==> config.mk <==
export PLATFORM = sky130hd
export DESIGN_NAME = demux4_burst_router
export DESIGN_NICKNAME = d
export VERILOG_FILES = /design/src/rtl/demux4_pkg.sv /design/src/rtl/demux4_chan_fifo.sv /design/src/rtl/demux4_burst_router.sv
export SDC_FILE = /design/constraint.sdc
export NUM_CORES = 1
export LEC_CHECK = 0
export ABC_AREA = 1
export BUFFER_PORTS_ARGS = -buffer_cell sky130_fd_sc_hd__buf_2
export CORE_ASPECT_RATIO = 0.75
export CORE_MARGIN = 3
export CORE_UTILIZATION = 35
export DETAILED_ROUTE_END_ITERATION = 12
export GPL_TIMING_DRIVEN = 0
export MAX_ROUTING_LAYER = met4
export SYNTH_ARGS = -nofsm -noshare
export SYNTH_HDL_FRONTEND = slang
export SYNTH_HIERARCHICAL = 1
export SYNTH_SLANG_ARGS = --single-unit
==> constraint.sdc <==
create_clock -name clk -period 6.5 [get_ports clk]
set_input_delay 1.3 -clock clk [delete_from_list [all_inputs] [get_ports clk]]
set_output_delay 1.3 -clock clk [all_outputs]
set_load 0.05 [all_outputs]
==> src/rtl/demux4_pkg.sv <==
// Shared constants and types for the 1-to-4 burst demux path.
package demux4_pkg;

    localparam int unsigned NUM_CH        = 4;
    localparam int unsigned SEL_W         = 2;
    localparam int unsigned DEF_DATA_W    = 8;
    localparam int unsigned DEF_BURST_LEN = 4;
    localparam int unsigned DEF_CNT_W     = 8;

    typedef enum logic [0:0] {
        IDLE  = 1'b0,
        BURST = 1'b1
    } rtr_state_t;

endpackage

==> src/rtl/demux4_chan_fifo.sv <==
// Two-entry per-channel FIFO; head entry is always mem0, so the output is a flop.
module demux4_chan_fifo #(
    parameter int unsigned DATA_W = 8
) (
    input  logic              clk,
    input  logic              rst_n,
    input  logic              push,
    input  logic [DATA_W-1:0] push_data,
    input  logic              pop,
    output logic              full,
    output logic              empty,
    output logic [DATA_W-1:0] head
);

    logic [1:0]        count;
    logic [DATA_W-1:0] mem0;
    logic [DATA_W-1:0] mem1;

    // Caller guarantees push only when not full and pop only when not empty.
    always_ff @(posedge clk or negedge rst_n) begin
        if (!rst_n) begin
            count <= 2'd0;
            mem0  <= '0;
            mem1  <= '0;
        end else begin
            unique case ({push, pop})
                2'b10: begin
                    if (count == 2'd0) mem0 <= push_data;
                    else               mem1 <= push_data;
                    count <= count + 2'd1;
                end
                2'b01: begin
                    mem0  <= mem1;
                    count <= count - 2'd1;
                end
                2'b11: begin
                    if (count == 2'd1) begin
                        mem0 <= push_data;
                    end else begin
                        mem0 <= mem1;
                        mem1 <= push_data;
                    end
                end
                default: ;
            endcase
        end
    end

    assign full  = (count == 2'd2);
    assign empty = (count == 2'd0);
    assign head  = mem0;

endmodule

==> src/rtl/demux4_burst_router.sv <==
// Routes whole input bursts to one of four buffered output channels chosen on beat 0.
module demux4_burst_router
    import demux4_pkg::*;
#(
    parameter int unsigned DATA_W    = DEF_DATA_W,
    parameter int unsigned BURST_LEN = DEF_BURST_LEN,
    parameter int unsigned CNT_W     = DEF_CNT_W
) (
    input  logic                     clk,
    input  logic                     rst_n,
    input  logic [DATA_W-1:0]        in_data,
    input  logic [SEL_W-1:0]         in_sel,
    input  logic                     in_valid,
    output logic                     in_ready,
    output logic [NUM_CH*DATA_W-1:0] out_data,
    output logic [NUM_CH-1:0]        out_valid,
    input  logic [NUM_CH-1:0]        out_ready,
    output logic                     burst_busy,
    output logic [NUM_CH*CNT_W-1:0]  beat_cnt
);

    localparam int unsigned    IDX_W    = (BURST_LEN > 1) ? $clog2(BURST_LEN) : 1;
    localparam logic [IDX_W-1:0] LAST_IDX = IDX_W'(BURST_LEN - 1);
    localparam logic [CNT_W-1:0] CNT_MAX  = '1;

    rtr_state_t       state, state_nxt;
    logic [SEL_W-1:0] cur_sel, cur_sel_nxt;
    logic [IDX_W-1:0] beat_idx, beat_idx_nxt;
    logic [SEL_W-1:0] eff_sel;
    logic             accept;
    logic [NUM_CH-1:0] ch_full;
    logic [NUM_CH-1:0] ch_empty;

    // Ready depends only on registered state and in_sel, never on out_ready.
    always_comb begin
        eff_sel  = (state == IDLE) ? in_sel : cur_sel;
        in_ready = !ch_full[eff_sel];
        accept   = in_valid && in_ready;
    end

    always_ff @(posedge clk or negedge rst_n) begin
        if (!rst_n) begin
            state    <= IDLE;
            cur_sel  <= '0;
            beat_idx <= '0;
        end else begin
            state    <= state_nxt;
            cur_sel  <= cur_sel_nxt;
            beat_idx <= beat_idx_nxt;
        end
    end

    always_comb begin
        state_nxt    = state;
        cur_sel_nxt  = cur_sel;
        beat_idx_nxt = beat_idx;
        unique case (state)
            IDLE: begin
                if (accept) begin
                    cur_sel_nxt = in_sel;
                    if (BURST_LEN > 1) begin
                        state_nxt    = BURST;
                        beat_idx_nxt = IDX_W'(1);
                    end else begin
                        beat_idx_nxt = '0;
                    end
                end
            end
            BURST: begin
                if (accept) begin
                    if (beat_idx == LAST_IDX) begin
                        state_nxt    = IDLE;
                        beat_idx_nxt = '0;
                    end else begin
                        beat_idx_nxt = beat_idx + IDX_W'(1);
                    end
                end
            end
            default: state_nxt = IDLE;
        endcase
    end

    assign burst_busy = (state == BURST);

    for (genvar ch = 0; ch < NUM_CH; ch++) begin : g_ch
        logic             push;
        logic             pop;
        logic [CNT_W-1:0] cnt;

        assign push = accept && (eff_sel == SEL_W'(ch));
        assign pop  = !ch_empty[ch] && out_ready[ch];

        demux4_chan_fifo #(.DATA_W(DATA_W)) u_fifo (
            .clk       (clk),
            .rst_n     (rst_n),
            .push      (push),
            .push_data (in_data),
            .pop       (pop),
            .full      (ch_full[ch]),
            .empty     (ch_empty[ch]),
            .head      (out_data[ch*DATA_W +: DATA_W])
        );

        // Saturating accepted-beat counter.
        always_ff @(posedge clk or negedge rst_n) begin
            if (!rst_n)                     cnt <= '0;
            else if (push && cnt != CNT_MAX) cnt <= cnt + CNT_W'(1);
        end

        assign out_valid[ch]                 = !ch_empty[ch];
        assign beat_cnt[ch*CNT_W +: CNT_W] = cnt;
    end

endmodule

==> impl_metrics.yaml, run 1 <==
setup_path:
  cpMaxStageDelayCell: "buf_2"
  startpoint: "in_sel[0]"
  crit_path_frequent_cell: "nand2_4"
  path_cells: "buf_2 -> nand2_2 -> nand2_4 -> nand2_4 -> nand2_4 -> nand2_4 -> nand2_4 -> buf_2"
  cp.required_ns: 5.20
  regToRegStartpoint: "g_ch[0].u_fifo/count[0]"
  r2r_end: "g_ch[2].u_fifo/head[3]"
  start_kind: "primary input"
  cp.arrival_ns: 2.24
  reg2reg_depth: 15
  end_kind: "output port"
  crit_path_max_fanout: 8
  max_stage_delay_ns: 0.29
  critPathKind: "in -> out"
  reg2reg_slack_ns: 3.94
timing:
  fin_crit_ns: 3.54
  relSlewSlack: 0.731
  fin_crit_sh: 0.544
  clock_skew_ns: 0.00688
  fmax_mhz: 283
  rsz0062_at_grt: "false"
  tightest_slew_ns: 0.403
  drv_slew: 0
  fin_setup_tns_ns: 0
  setup_violations: 0
  hold_violations: 0
clocking:
  clkTransAtPathRegs_ns: 0.07
  holdBufCountCts: 0
  post_cts_buffers: 0
  cts_buffer_depth: 2
  cts_sinks: 109
  tritoncts: "yes"
  cts_root_buf: "clkbuf_16"
  cts_resized: 0
  clkLatencyLatePin_ns: 0.35
  cts.htree.levels: 3
  cts_buffers: 9
logic_synthesis:
  yosysUniqueCellTypes: 28
  syn_nets: 810
  avgSynthCellArea_um2: 8.05
  synth_seq_area_share: 0.446
  syn_inst: 760
  synth_commonest_cells: "nand2_1, nand3_1, dfrtp_1"
  synth_top_area_frac: 0.446
  synthArstFlopShare: 1.00
  synthFlopType: "dfrtp_1"
  synth-edff-count: 0
  synth_area_leaders: "dfrtp_1, nand2_1, nand3_1, ha_1, inv_1"
  yosys_warnings: 6
  netlist_area_um2: 6120
  ys_ff_latch: 109
  yosysTopAreaCell: "dfrtp_1"
  yosysMostFrequentCell: "nand2_1"
pwr:
  total_leakage_power_nw: 3.91
  ir_drop_mv: 0.210
  cellPowerDensity_nw_per_um2: 522
grt:
  grt_max_degree: 78
  grt.overflow.total: 0
  antenna_found_initial: 1
  grt_pass1_vias: 4750
  grt_usage: 0.160
  grt_pass1_wl_um: 23900
routing:
  drc: 0
  drt-wirelength-per-cell_um: 12.8
  ant_nets: 0
  dr.pass1.iters: 5
  avgViaCountPerCell: 4.60
  vias: 5057
  initialDrtViolationCount: 297
  routed_wl_um: 14100
placement:
  dp_cells: 1082
  io_buffers: 85
  hpwl_um: 10000
  gp_congestion: 0.802
finish:
  nFillCells: 1727
  layout.cells.non_filler: 1099
  area_delta_synth_final_pct: 17.6
  fin_nets: 907
  drive_above_1_share: 0.180
  fin_util: 0.424
hold_path:
  hold_end: "g_ch[1].u_fifo/head[6]"
  hold_path_depth: 2
  min_path_type: "reg -> reg"
  hp-start: "g_ch[1].u_fifo/head[6]"
floorplan:
  die_y_um: 120
  die_x_um: 159
  fp.coreArea_um2: 17000
  io_pins: 87
  start_util: 0.360
  die_area_um2: 19100
  rows: 41
status:
  outcome: "finished, final reports clean"
job:
  maxCapViolCount: 0
[power breakdown]
part           switching [W]  internal [W]  leakage (nW)
Clock               0.000255      0.000332         0.155
Combinational        0.00144      0.000575          2.37
Sequential          0.000193      0.000960          1.38
Total                0.00189       0.00187          3.91
[sequential cells by signal, indices dropped and copies added, names as in the netlist]
register	count
g_ch.cnt	32
g_ch.u_fifo/head	32
g_ch.u_fifo/mem1	32
g_ch.u_fifo/count	8
beat_idx	2
cur_sel	2
burst_busy	1
[per-layer routing]
metal / up-vias / routed length (µm) / track usage
li1: 2609 / - / -
met1: 2328 / 7620 / 0.240
met2: 106 / 5620 / 0.220
met3: 14 / 677 / 0.0351
met4: 0 / 176 / 0.0382
met5: - / 0 / -
[metrics by stage]
stage	worst slack [ns]	area, µm²	total power, W	hold WS (ns)
after detailed placement	2.95	6870	0.00320	0.461
after global placement	2.70	6840	0.00317	0.460
after global routing	2.91	7190	0.00408	0.498
after CTS	2.95	7190	0.00381	0.481
after floorplan	3.35	6120	0.00274	0.463
final	2.96	7190	0.00376	0.473
[cell usage in the layout (no fill, tap or decap), types with 5 or more instances in the layout]
master     instances
a21oi_1            6
buf_2             85
clkbuf_16          9
dfrtp_1          109
ha_1              33
inv_1             74
inv_2              6
nand2_1          286
nand2_2            6
nand2_4           14
nand3_1          115
nand4_1            5
nor2_1            26
nor3_1             6
o21ai_1           17
xnor2_1            8
xor2_1            22
[how the worst max path moves through the flow]
stage                                   to  cells after the start
floorplan                         in_ready                      6
global placement    g_ch[2].u_fifo/head[2]                      1
detailed placement                in_ready                      8
CTS                               in_ready                      8
global route                      in_ready                      8
finish                            in_ready                      8
[layout make-up]
cell class,instances,area [µm²],area share
Clock inverter,4,55.1,0.00765
Clock buffer,12,267,0.0370
Inverter,81,307,0.0426
Sequential cell,109,2730,0.379
Antenna cell,1,2.50,0.000348
Tap cell,236,295,0.0410
Buffer,3,23.8,0.00330
Multi-Input combinational cell,567,3060,0.425
Timing Repair Buffer,86,459,0.0638
[worst max-delay path: cells and delay by family]
| family | cells | cell delay (ns) |
|---|---|---|
| and+or+nand+nor | 6 | 0.51 |
| buffers and inverters | 2 | 0.40 |
[cells by family (layout without fill, tap and decap cells)]
group | after synthesis | count (layout) | share of synthesized area
other | 0 | 1 | 0
buffers and inverters | 84 | 186 | 0.0540
and+or+nand+nor | 472 | 472 | 0.352
DFF | 109 | 109 | 0.446
AOI/OAI and AO/OA | 32 | 32 | 0.0378
xor gates and xnor gates | 30 | 30 | 0.0430
adders and majority gates | 33 | 33 | 0.0675
(Power assumes the default switching activity.)
==> inputs of run 2 (changes only) <==
ABC_AREA = 0   (was 1)
clock period = 2.91 ns   (was 6.5 ns; I/O delays follow)
==> run 2 against run 1 <==
Compared with the run above: core utilization rose by 2.4 points; synthesized area fell by 4.6%; sequential share of layout area fell by 0.23 points; critical endpoint is now g_ch[2].u_fifo/mem1[7]; highest routed layer unchanged.
==> impl_metrics.yaml, run 2 <==
clocking:
  cts.htree.levels: 3
  cts_buffers: 9
  clkTransAtPathRegs_ns: 0.07
  cts_sinks: 109
  tritoncts: "yes"
  cts_root_buf: "clkbuf_16"
  clkLatencyLatePin_ns: 0.36
  cts_buffer_depth: 2
  holdBufCountCts: 0
setup_path:
  cp.arrival_ns: 3.07
  crit_path_max_fanout: 8
  end_kind: "register"
  cp.required_ns: 3.15
  critPathKind: "reg -> reg"
  start_kind: "register"
grt:
  antenna_found_initial: 0
  grt_max_degree: 74
  grt_pass1_wl_um: 23000
  grt_pass1_vias: 4310
  grt_usage: 0.161
  grt.overflow.total: 0
logic_synthesis:
  synthArstFlopShare: 1.00
  synth-compound-area-share: 0.134
  synth_top_area_frac: 0.467
  netlist_area_um2: 5840
  synth_commonest_cells: "dfrtp_1, mux2_2, ha_1"
  synth-edff-count: 0
  syn_nets: 576
  yosysTopAreaCell: "dfrtp_1"
  avgSynthCellArea_um2: 11.1
  synth_adder_area_share: 0.0707
  synth_area_leaders: "dfrtp_1, mux2_2, ha_1, xor2_1, nand3_1"
  syn_inst: 526
  synthFlopType: "dfrtp_1"
  synthSimpleGateAreaFrac: 0.148
  synth_xor_area_frac: 0.0420
  synthMuxAreaShare: 0.0928
  synth_seq_area_share: 0.467
  ys_ff_latch: 109
  yosysUniqueCellTypes: 58
  yosys_warnings: 6
  yosysMostFrequentCell: "dfrtp_1"
  synth_top_family_by_area: "simple AND/OR/NAND/NOR gates"
finish:
  antenna_cells: 0
  multi_input_area_um2: 3010
  drive_above_1_share: 0.351
  regArea_um2: 2730
  most-common-layout-cells: "dfrtp_1, buf_2, nand3_1"
  fin_nets: 689
  nFillCells: 1509
  area_delta_synth_final_pct: 24.1
  final_common_cell: "dfrtp_1"
status:
  outcome: "finished, final reports clean"
pwr:
  total_leakage_power_nw: 3.29
  cellPowerDensity_nw_per_um2: 1260
  finalPower_w: 0.00911
  ir_drop_mv: 0.513
placement:
  hpwl_um: 10200
  io_buffers: 86
  gp_congestion: 0.833
floorplan:
  start_util: 0.361
  rows: 40
  die_x_um: 155
  die_area_um2: 18300
  fp.coreArea_um2: 16200
  die_y_um: 118
  io_pins: 87
timing:
  hold_violations: 0
  whs_ns: 0.188
  fin_setup_tns_ns: 0
  rsz0062_at_grt: "true"
  relSlewSlack: 0.573
  fin_crit_sh: 0.972
  setup_violations: 0
  fmax_mhz: 354
  tightest_slew_ns: 0.639
  drv_slew: 0
  clock_skew_ns: 0.00601
  fin_crit_ns: 2.83
routing:
  routed_wl_um: 14100
  initialDrtViolationCount: 293
  drc: 0
  vias: 4413
  dr.pass1.iters: 5
  drt-wirelength-per-cell_um: 16.5
  avgViaCountPerCell: 5.17
  ant_nets: 0
job:
  maxCapViolCount: 0
hold_path:
  min_path_type: "in -> async"
run 2: path summary, 6_finish.rpt:
| kind | startpoint | to | slack (ns) | cells past startpoint |
|---|---|---|---|---|
| setup / recovery | burst_busy | g_ch[2].u_fifo/mem1[7] | 0.08 | 10 |
| hold / removal | rst_n | g_ch[1].cnt[1] | 0.19 | 1 |
| setup reg to reg | burst_busy | g_ch[2].u_fifo/mem1[7] | 0.08 | 10 |
| hold reg to reg | g_ch[0].cnt[5] | g_ch[0].cnt[5] | 0.49 | 1 |
| max in group asynchronous | rst_n | g_ch[0].u_fifo/mem1[6] | 1.98 | 2 |
| min in group clk | g_ch[0].cnt[5] | g_ch[0].cnt[5] | 0.49 | 1 |
run 2: report_power, final:
group	internal (W)	switching, W
sequential	0.00221	0.000496
clock	0.000786	0.000582
combinational	0.00183	0.00320
total	0.00483	0.00428
run 2: what timing repair did:
action | 4_1_cts | 5_1_grt
resized for setup | 5 | 13
endpoints found under the setup margin | 56 | 64
pin swaps | 4 | 7
setup buffers | 6 | 13
run 2: cell families (layout without fill, tap and decap cells):
| group | count (synthesis) | in the layout |
|---|---|---|
| DFF | 109 | 109 |
| buffers and inverters | 53 | 171 |
| xor gates and xnor gates | 28 | 28 |
| adders and majority gates | 33 | 33 |
| muxes | 48 | 48 |
| AOI/OAI and AO/OA | 110 | 110 |
| and+or+nand+nor | 145 | 145 |
run 2: metal layers:
| layer | track usage | up-vias | part of all wire |
|---|---|---|---|
| li1 | - | 2099 | - |
| met1 | 0.222 | 2212 | 0.48 |
| met2 | 0.238 | 89 | 0.46 |
| met3 | 0.0360 | 13 | 0.043 |
| met4 | 0.0474 | 0 | 0.010 |
| met5 | - | - | 0 |
run 2: metrics by stage:
stage          setup slack, ns   util  area (µm²)  cells
2_1_floorplan          -0.0637      -        5930    526
3_3_place_gp            -0.570  0.410        6630    822
3_5_place_dp            -0.617  0.412        6660    823
4_1_cts                 0.0155  0.439        7090    845
5_1_grt                -0.0165  0.448        7240    854
6_report                0.0822  0.448        7240    854
run 2: worst max-delay path, stage by stage, from the launching register on:
cell     delay [ns]
dfrtp_2        0.43
and3b_2        0.25
o21ba_4        0.22
o41ai_4        0.45
buf_6          0.23
nor2_4         0.07
ha_2           0.21
and2b_2        0.21
o21ai_4        0.17
buf_12         0.15
mux2_2         0.33
run 2: cell type report:
cell class | instances | area share
Sequential cell | 109 | 0.377
Clock inverter | 6 | 0.0131
Clock buffer | 10 | 0.0330
Tap cell | 210 | 0.0363
Timing Repair Buffer | 106 | 0.0883
Inverter | 29 | 0.0155
Multi-Input combinational cell | 364 | 0.416
Buffer | 20 | 0.0211
==> inputs of run 3 (changes only) <==
clock period = 2.65 ns   (was 2.91 ns; I/O delays follow)
==> run 3 against run 2 <==
Compared with the run above: the flow now finishes with violations (negative setup slack); worst setup slack lost 0.26 ns; clock power is essentially flat; fmax is essentially flat; power grew 13%; clock skew grew 0.0045 ns.
==> impl_metrics.yaml, run 3 (synthesized netlist as in run 2, its figures left out) <==
status:
  outcome: "finished with violations"
  violations: "negative setup slack"
routing:
  ant_nets: 0
  initialDrtViolationCount: 341
  drt-wirelength-per-cell_um: 17.0
  dr.pass1.iters: 5
  vias: 4526
  avgViaCountPerCell: 5.20
  drc: 0
  routed_wl_um: 14800
grt:
  grt_usage: 0.166
  grt_max_degree: 64
  antenna_found_initial: 0
  grt.overflow.total: 0
  grt_pass1_vias: 4545
  grt_pass1_wl_um: 23700
placement:
  hpwl_um: 10200
  gp_congestion: 0.808
  place_area_um2: 6670
  dp_cells: 823
  io_buffers: 86
setup_path:
  end_kind: "register"
  cp.arrival_ns: 3.07
  reg2reg_depth: 11
  cp.required_ns: 2.89
  start_kind: "register"
  regToRegStartpoint: "burst_busy"
  reg2reg_slack_ns: -0.18
  critPathKind: "reg -> reg"
  r2r_end: "g_ch[0].u_fifo/mem1[1]"
  crit_path_max_fanout: 8
finish:
  fin_nets: 705
  nFillCells: 1469
  antenna_cells: 0
  stdcell_area_um2: 7550
  layout.cells.non_filler: 870
  drive_above_1_share: 0.398
  final_common_cell: "dfrtp_1"
  area_delta_synth_final_pct: 29.3
  most-common-layout-cells: "dfrtp_1, buf_2, buf_4"
  regArea_um2: 2730
  multi_input_area_um2: 3150
clocking:
  tritoncts: "yes"
  cts_buffer_depth: 2
  cts_root_buf: "clkbuf_16"
  clkLatencyLatePin_ns: 0.36
  cts_sinks: 109
  cts_buffers: 9
  cts.htree.levels: 3
  clkTransAtPathRegs_ns: 0.07
job:
  maxCapViolCount: 0
floorplan:
  fp.coreArea_um2: 16200
  die_y_um: 118
  io_pins: 87
  start_util: 0.361
  die_x_um: 155
  die_area_um2: 18300
  rows: 40
pwr:
  clkPwrFrac: 0.130
  ir_drop_mv: 0.528
  total_leakage_power_nw: 3.46
  cellPowerDensity_nw_per_um2: 1370
  p_seq_frac: 0.289
  internal-power_w: 0.00540
  p_comb_frac: 0.581
  p_sw_w: 0.00490
  p_sw_frac: 0.475
  finalPower_w: 0.0103
timing:
  fin_setup_tns_ns: -3.87
  clock_skew_ns: 0.0106
  hold_violations: 0
  whs_ns: 0.187
  setup_slack_ns: -0.178
  fmax_mhz: 354
  rsz0062_at_grt: "true"
  relSlewSlack: 0.562
  drv_slew: 0
  setup_violations: 34
  fin_crit_ns: 2.83
  fin_crit_sh: 1.07
  tightest_slew_ns: 0.654
hold_path:
  min_path_type: "in -> async"
-- run 3: changes by cell type in the layout (fill, tap and decap cells not counted), moves of 5 or more --
cell    change
buf_6       +5
buf_4      +15
ha_1        -5
buf_2       -5
mux2_4      +8
mux2_2      -8
-- run 3: stage by stage --
stage	worst slack, ns	utilization
2_1_floorplan	-0.324	-
5_1_grt	-0.286	0.467
3_3_place_gp	-0.803	0.411
3_5_place_dp	-0.883	0.413
6_report	-0.178	0.467
4_1_cts	-0.137	0.449
-- run 3: how the worst max path moves through the flow --
stage | start | end | slack (ns) | cells after the start
6_report | burst_busy | g_ch[0].u_fifo/mem1[1] | -0.18 | 11
5_1_grt | burst_busy | g_ch[0].u_fifo/mem1[1] | -0.29 | 11
4_1_cts | burst_busy | g_ch[0].u_fifo/mem1[1] | -0.14 | 12
3_5_place_dp | in_sel[1] | g_ch[0].u_fifo/mem1[1] | -0.88 | 11
3_3_place_gp | in_sel[1] | g_ch[2].u_fifo/mem1[7] | -0.80 | 11
2_1_floorplan | burst_busy | g_ch[0].u_fifo/mem1[0] | -0.32 | 10
-- run 3: timing repair --
action,CTS,global route
pin swaps,13,27
gates resized for setup,26,43
setup endpoints to repair,71,60
hold buffers,0,0
gates cloned,1,0
buffers inserted,19,17
hold endpoints to repair,0,0
-- run 3: layout make-up --
cell class	instances	share of cell area
timing repair buffer	124	0.109
clock buffer	9	0.0298
clock inverter	7	0.00895
multi-input combinational	364	0.418
tap	210	0.0348
inverter	29	0.0156
buffer	18	0.0224
sequential	109	0.362
-- run 3: power by group through the flow --
| stage | Clock (W) | Sequential, W | Combinational [W] |
|---|---|---|---|
| 2_1_floorplan | 0 | 0.00429 | 0.00271 |
| 3_3_place_gp | 0 | 0.00296 | 0.00514 |
| 3_5_place_dp | 0 | 0.00300 | 0.00527 |
| 4_1_cts | 0.00138 | 0.00298 | 0.00564 |
| 5_1_grt | 0.00145 | 0.00309 | 0.00641 |
| 6_report | 0.00134 | 0.00298 | 0.00598 |
-- run 3: critical path, stage by stage, from the launching register on --
cell and delay (ns):
dfrtp_2 0.45, and3b_2 0.24, o21ba_4 0.20, o41ai_4 0.46, buf_6 0.21, nor2_4 0.07
ha_4 0.20, buf_4 0.13, nor2b_1 0.21, o21ai_4 0.10, buf_12 0.15, mux2_4 0.30
-- run 3: metal layers --
| layer | vias up | track usage | share of wire |
|---|---|---|---|
| met3 | 16 | 0.0379 | 0.057 |
| met2 | 122 | 0.247 | 0.47 |
| met5 | - | - | 0 |
| met1 | 2256 | 0.228 | 0.46 |
| met4 | 0 | 0.0469 | 0.014 |
| li1 | 2132 | - | - |
